[config.mk]
export PLATFORM = sky130hd
export DESIGN_NAME = crop_window_scheduler
export DESIGN_NICKNAME = d
export VERILOG_FILES = /design/src/rtl/crop_window_scheduler.sv
export SDC_FILE = /design/constraint.sdc
export NUM_CORES = 1
export LEC_CHECK = 0
export BUFFER_PORTS_ARGS = -buffer_cell sky130_fd_sc_hd__buf_2
export CORE_UTILIZATION = 30
export CTS_BUF_LIST = sky130_fd_sc_hd__clkbuf_4
export DETAILED_ROUTE_END_ITERATION = 12
export PLACE_DENSITY = 0.49
export REMOVE_ABC_BUFFERS = 1
export SYNTH_ARGS = -nofsm -noshare
export SYNTH_HDL_FRONTEND = slang
export SYNTH_SLANG_ARGS = --single-unit
[constraint.sdc]
create_clock -name clk -period 5.02 [get_ports clk]
set_input_delay 0.753 -clock clk [delete_from_list [all_inputs] [get_ports clk]]
set_output_delay 0.753 -clock clk [all_outputs]
set_load 0.1 [all_outputs]
[src/rtl/crop_window_scheduler.sv]
// crop_window_scheduler
//   Arbitrates crop-window requests from the translation filter (req0) and the
//   scale filter (req1) onto one shared crop-range calculator. The calculator
//   result goes into a shadow register. The shadow is applied at the next
//   frame_start. Pixels of the incoming raster that fall inside the active
//   window are flagged.
//
// Ports
//   clk, rst                 clock; synchronous active-high reset
//   req0/req1, pos*_x/y      level requests with target centres; ack0/ack1 pulse on capture
//   calc_start, calc_pos_x/y start pulse and held centre for the calculator
//   calc_*                   calculator window/offset results (valid CALC_LAT cycles after start)
//   frame_start, pix_valid   raster framing and pixel strobe
//   crop_valid, crop_last    registered in-window / last-in-window flags (1 cycle after pixel)
//   win_*, hls_pos_x/y       active window and target offset
//   win_valid, pending, busy status
module crop_window_scheduler #(
    parameter int unsigned IMG_WIDTH  = 1280,
    parameter int unsigned IMG_HEIGHT = 720,
    parameter int unsigned CALC_LAT   = 3
) (
    input  logic        clk,
    input  logic        rst,
    input  logic        req0,
    input  logic [15:0] pos0_x,
    input  logic [15:0] pos0_y,
    input  logic        req1,
    input  logic [15:0] pos1_x,
    input  logic [15:0] pos1_y,
    output logic        ack0,
    output logic        ack1,
    output logic        calc_start,
    output logic [15:0] calc_pos_x,
    output logic [15:0] calc_pos_y,
    input  logic [11:0] calc_x_start,
    input  logic [11:0] calc_x_end,
    input  logic [11:0] calc_y_start,
    input  logic [11:0] calc_y_end,
    input  logic [15:0] calc_hls_x,
    input  logic [15:0] calc_hls_y,
    input  logic        frame_start,
    input  logic        pix_valid,
    output logic        crop_valid,
    output logic        crop_last,
    output logic [11:0] win_x_start,
    output logic [11:0] win_x_end,
    output logic [11:0] win_y_start,
    output logic [11:0] win_y_end,
    output logic [15:0] hls_pos_x,
    output logic [15:0] hls_pos_y,
    output logic        win_valid,
    output logic        pending,
    output logic        busy
);

    localparam int unsigned CW = (CALC_LAT > 1) ? $clog2(CALC_LAT) : 1;
    localparam logic [CW-1:0] LAT_LAST = CW'(CALC_LAT - 1);
    localparam logic [11:0]   X_MAX    = 12'(IMG_WIDTH);
    localparam logic [11:0]   Y_MAX    = 12'(IMG_HEIGHT - 1);

    typedef enum logic [1:0] {IDLE, ISSUE, WAIT, CAPTURE} state_t;

    state_t        state, state_nxt;
    logic [CW-1:0] wait_cnt;
    logic          grant_id;     // requester currently being served
    logic          last_grant;   // requester served most recently
    logic          sel1;         // arbitration result for this cycle
    logic          do_grant;
    logic          capture;

    logic [11:0] sh_x_start, sh_x_end, sh_y_start, sh_y_end;
    logic [15:0] sh_hls_x, sh_hls_y;

    logic [11:0] x, y;
    logic [11:0] cur_x, cur_y;
    logic        in_win;

    // Tie goes to the requester not served last.
    assign sel1 = req1 & ~(req0 & last_grant);

    always_comb begin
        state_nxt  = state;
        do_grant   = 1'b0;
        calc_start = 1'b0;
        capture    = 1'b0;
        ack0       = 1'b0;
        ack1       = 1'b0;
        case (state)
            IDLE: begin
                if (req0 || req1) begin
                    do_grant  = 1'b1;
                    state_nxt = ISSUE;
                end
            end
            ISSUE: begin
                calc_start = 1'b1;
                state_nxt  = WAIT;
            end
            WAIT: begin
                if (wait_cnt == LAT_LAST) begin
                    state_nxt = CAPTURE;
                end
            end
            CAPTURE: begin
                capture   = 1'b1;
                ack0      = ~grant_id;
                ack1      = grant_id;
                state_nxt = IDLE;
            end
            default: state_nxt = IDLE;
        endcase
    end

    assign busy = (state != IDLE);

    always_ff @(posedge clk) begin
        if (rst) begin
            state      <= IDLE;
            wait_cnt   <= '0;
            grant_id   <= 1'b0;
            last_grant <= 1'b1;
            calc_pos_x <= '0;
            calc_pos_y <= '0;
        end else begin
            state <= state_nxt;
            if (state == ISSUE) begin
                wait_cnt <= '0;
            end else if (state == WAIT) begin
                wait_cnt <= wait_cnt + CW'(1);
            end
            // calc_pos is only written at grant so it stays stable through CAPTURE.
            if (do_grant) begin
                grant_id   <= sel1;
                last_grant <= sel1;
                calc_pos_x <= sel1 ? pos1_x : pos0_x;
                calc_pos_y <= sel1 ? pos1_y : pos0_y;
            end
        end
    end

    // Shadow and active window. A frame_start coinciding with CAPTURE applies the
    // old shadow; the capture then keeps pending set.
    always_ff @(posedge clk) begin
        if (rst) begin
            sh_x_start  <= '0;
            sh_x_end    <= '0;
            sh_y_start  <= '0;
            sh_y_end    <= '0;
            sh_hls_x    <= '0;
            sh_hls_y    <= '0;
            win_x_start <= '0;
            win_x_end   <= '0;
            win_y_start <= '0;
            win_y_end   <= '0;
            hls_pos_x   <= '0;
            hls_pos_y   <= '0;
            win_valid   <= 1'b0;
            pending     <= 1'b0;
        end else begin
            if (frame_start && pending) begin
                win_x_start <= sh_x_start;
                win_x_end   <= sh_x_end;
                win_y_start <= sh_y_start;
                win_y_end   <= sh_y_end;
                hls_pos_x   <= sh_hls_x;
                hls_pos_y   <= sh_hls_y;
                win_valid   <= 1'b1;
            end
            if (capture) begin
                sh_x_start <= calc_x_start;
                sh_x_end   <= calc_x_end;
                sh_y_start <= calc_y_start;
                sh_y_end   <= calc_y_end;
                sh_hls_x   <= calc_hls_x;
                sh_hls_y   <= calc_hls_y;
                pending    <= 1'b1;
            end else if (frame_start && pending) begin
                pending <= 1'b0;
            end
        end
    end

    // A frame_start with pix_valid evaluates that pixel as (1,0).
    always_comb begin
        cur_x  = frame_start ? 12'd1 : x;
        cur_y  = frame_start ? 12'd0 : y;
        in_win = win_valid &&
                 (cur_x >= win_x_start) && (cur_x <= win_x_end) &&
                 (cur_y >= win_y_start) && (cur_y <= win_y_end);
    end

    always_ff @(posedge clk) begin
        if (rst) begin
            x          <= 12'd1;
            y          <= '0;
            crop_valid <= 1'b0;
            crop_last  <= 1'b0;
        end else begin
            crop_valid <= pix_valid & in_win;
            crop_last  <= pix_valid & in_win & (cur_x == win_x_end) & (cur_y == win_y_end);
            if (pix_valid) begin
                if (cur_x == X_MAX) begin
                    if (cur_y != Y_MAX) begin
                        x <= 12'd1;
                        y <= cur_y + 12'd1;
                    end else begin
                        x <= cur_x;
                        y <= cur_y;
                    end
                end else begin
                    x <= cur_x + 12'd1;
                    y <= cur_y;
                end
            end else if (frame_start) begin
                x <= 12'd1;
                y <= '0;
            end
        end
    end

endmodule

==> metrics.sh <==
WORST-SLEW-PIN-TRANSITION_NS=1.02
DRTITER0DRC=314
DETAILED_PLACE_HPWL_MM=18.1
NUMCLOCKSINKS=226
POSTSYNTHAREAPERCELL_SQ_UM=8.75
HOLD_CLASS='primary input to flop'
RR_STARTPOINT='x[0]'
CP-STARTPOINT='state[0]'
EDFF_COUNT_SYNTH=0
LAYOUT.NETS=1603
TRITONCTS='done'
TRACK_USAGE_PCT=15.7
SYNTH.YOSYS.SEQ_AREA_SHARE_PCT=46.1
SETUP_REPAIR_AFTER_GLOBAL_ROUTING_MISSED_ITS_MARGIN='false'
WORST_SETUP_PATH_ENDPOINT='ack1'
CTS_MAX_PATH_BUFFERS=3
MAXCAPVIOLATIONS=0
SYN_AREA_SQ_UM=9820
CTS.CLK_SLEW.WORST_PATHS_NS=0.06
DRT_PASS1_ITERATIONS=4
REGTOREGENDPOINT='y[10]'
ARRIVAL_NS=2.39
LAYOUT.CELLS.MOST_COMMON='buf_2'
YOSYS_REGISTER_BITS=226
IR_DROP_V=0.000303
VIAS=8480
STATUS='finished, final reports clean'
MAX_CLOCK_FREQ_GHz=0.319
PORT_BUFFERS=269
SYNTH.AREA.MUX_SHARE_PCT=11.9
GRT_OVERFLOW=0
SYNTH_AREA_IN_XOR_XNOR_PCT=1.70
START_UTIL_PCT=30.8
HIGHEST_COUNT_CELLS_IN_THE_LAYOUT_IGNORING_FILL_AND_TAPS='buf_2 (268), dfxtp_1 (226), nand2_1 (179)'
DIEHEIGHT_MICRONS=183
LAYOUT-AREA-OVERHEAD-VS-SYNTH_PCT=25.8
ANTENNA_VIOLATIONS_BEFORE_REPAIR=5
CRITICAL-PATH-SLOWEST-CELL='ha_4'
CORE_AREA_SQ_UM=31900
FINAL.PERIOD_UTILIZATION_PCT=62.5
WORST-PATH-STAGES=3
FF2FF_SETUP_SLACK_NS=2.27
GRT_PASS1_VIAS=8201
ROW_COUNT=65
POWER_PER_CELL_AREA_nW_PER_UM2=422
WORST_CLOCK_SKEW_NS=0.0481
SYNTHESIS.INSTANCES=1122
CTS_HOLD_BUF=0
GLOBALPLACE.CONGESTION=0.796
FINAL_LAYOUT_SIZE_SUFFIX_GT1_SHARE_PCT=26.9
DIE_WIDTH_MICRONS=183
WORST_PATH_DOMINANT_CELL_FAMILY='adder cells'
ANT_NETS=0
CP.BUFFERS_INVERTERS=1
YOSYS_WARNINGS=0
FINAL_HOLD_VIOL_COUNT=0
ROOT_BUFFER='clkbuf_4'
DRT-VIAS-PER-INSTANCE=4.53
SYNTHFLOPTYPE='dfxtp_1'
CP_DATA_REQUIRED_TIME_NS=4.27
CRIT_FANOUT=40
GRT_START_MAX_NET_PINS=104
SYNTH_COMPOUND_GATE_AREA_SHARE_PCT=10.2
CP_CELL_SEQUENCE='ha_4, and2_1, buf_2'
WORST-SETUP-PATH-TYPE='flop to primary output'
POSTROUTEWIRELENGTH_MM=26.6
WORST_R2R_PATH_DEPTH=8
ENDPOINT_KIND='primary output'
MULTI_INPUT_AREA_SQ_UM=4840
CPPEAKSTAGEDELAY_NS=0.67
POST-CTS-SETUP-BUFFERS=0
LAYOUT.FILLER_CELLS=3348
NUMCTSBUFFERS=68
SEQ_AREA_SQ_UM=4520
YOSYSUNIQUECELLTYPES=58
SLEW_VIOLATIONS=0
CELLLEAKAGEPOWER_uW=0.00515
POST_SYNTH_AND_OR_NAND_NOR_AREA_FRACTION_PCT=18.2
SYNTH_FA_HA_AREA_SHARE_PCT=6.96
TIMING.FINAL.CRIT_PERIOD_NS=3.14
POSTCTSRESIZEDCELLS=0
SLEW_HEADROOM_PCT=32.0
STARTPOINT_TYPE='flop'
YS_ASYNC_SR_FRACTION_PCT=0
TIMING.FINAL.SETUP_VIOLATIONS=0
UTILIZATION_PCT=38.8
CLOCK_INSERTION_DELAY_WORST_SKEW_NS=0.65
DIE_AREA_SQ_UM=33500
SYNTH_TOP_FAMILY_BY_AREA='simple AND/OR/NAND/NOR gates'
WL_PER_CELL_MICRONS=14.2
DRC=0
FINAL.SETUP.TNS_NS=0
GRT_PASS1_WL_MM=42.1
NUM_IO_PINS=270
CTS-HTREE-LEVELS=3
-- stage by stage --
stage | power (uW) | area, sq um | instances | setup WS (ns) | hold WS (ns)
floorplan | 3230 | 9540 | 1055 | -0.347 | 0.425
global placement | 3510 | 11500 | 1765 | 1.37 | 0.435
detailed placement | 3520 | 11500 | 1765 | 1.29 | 0.441
CTS | 5330 | 12300 | 1868 | 1.71 | 0.259
global route | 5530 | 12300 | 1869 | 1.59 | 0.256
finish | 5220 | 12400 | 1871 | 1.88 | 0.336
-- sequential cells by signal, indices dropped and copies added, names as in the netlist, 16 cells and up --
name,flops
hls_pos_x,16
calc_pos_y,16
sh_hls_x,16
calc_pos_x,16
hls_pos_y,16
sh_hls_y,16
-- final cells by class --
cell class                 instances  area share [%]
inverter                          57            1.73
antenna                            3          0.0608
timing repair buffer             275            11.4
clock buffer                      89            5.41
tap                              435            4.41
multi-input combinational        772            39.2
clock inverter                    14            1.15
sequential                       226            36.6
-- how the worst min path moves through the flow --
stage	start	end	cells past startpoint
floorplan	sh_hls_x[0]	hls_pos_x[0]	2
global placement	sh_hls_y[5]	hls_pos_y[5]	2
detailed placement	sh_hls_x[8]	hls_pos_x[8]	2
CTS	calc_hls_x[6]	sh_hls_x[6]	3
global route	calc_hls_y[13]	sh_hls_y[13]	3
finish	calc_hls_x[6]	sh_hls_x[6]	3
-- synthesized netlist by cell type, types with 2 or more instances --
library cell	count	area [sq um]
and4_1	2	17.5
nor4b_1	2	17.5
a22oi_1	2	15.0
o221a_2	2	22.5
maj3_1	2	20.0
a21oi_1	99	495
xnor2_1	17	149
buf_1	7	26.3
nand4_1	11	68.8
mux2i_1	115	1150
nor3_1	10	50.1
nor2b_1	23	144
clkbuf_1	57	214
a21o_1	5	37.5
a2111oi_0	4	35.0
nor4_1	4	25.0
xor2_1	2	17.5
nor2_1	155	582
nand4b_1	2	17.5
a21boi_0	2	15.0
and3_1	2	12.5
inv_1	57	214
dfxtp_1	226	4520
ha_1	53	663
nand2_1	180	676
nand3b_1	2	15.0
a211oi_1	33	248
and2_1	3	18.8
nand2b_1	5	31.3
nand3_1	3	15.0
o21ai_0	8	40.0
-- worst min-delay path: cells and delay by family --
kind / cells / cell delay [ns]
multiplexers: 1 / 0.05
buffers and inverters: 1 / 0.07
AND/OR/NAND/NOR: 1 / 0.07
-- cell families (layout without fill, tap and decap cells) --
group                    Yosys count  in the layout
XOR/XNOR                          19             19
AO/OA/AOI/OAI                    166            166
flip-flops                       226            226
AND/OR/NAND/NOR                  416            416
other                              0              3
buffers and inverters            124            435
multiplexers                     116            116
adder cells (fa/ha/maj)           55             55
-- where the power goes --
part           internal (uW)  switching, uW  leakage (uW)
Sequential              1950           88.6       0.00183
Combinational            330           1100       0.00284
Clock                    967            782      0.000478
Total                   3250           1970       0.00515
-- layer usage --
layer	GRT usage, %	up-vias	wire length [microns]
met5	0	-	31
met4	5.93	4	563
met3	5.78	54	2180
met2	26.4	281	12300
met1	18.2	3779	11500
li1	-	4362	-
Power figures use the tool's default switching activity.
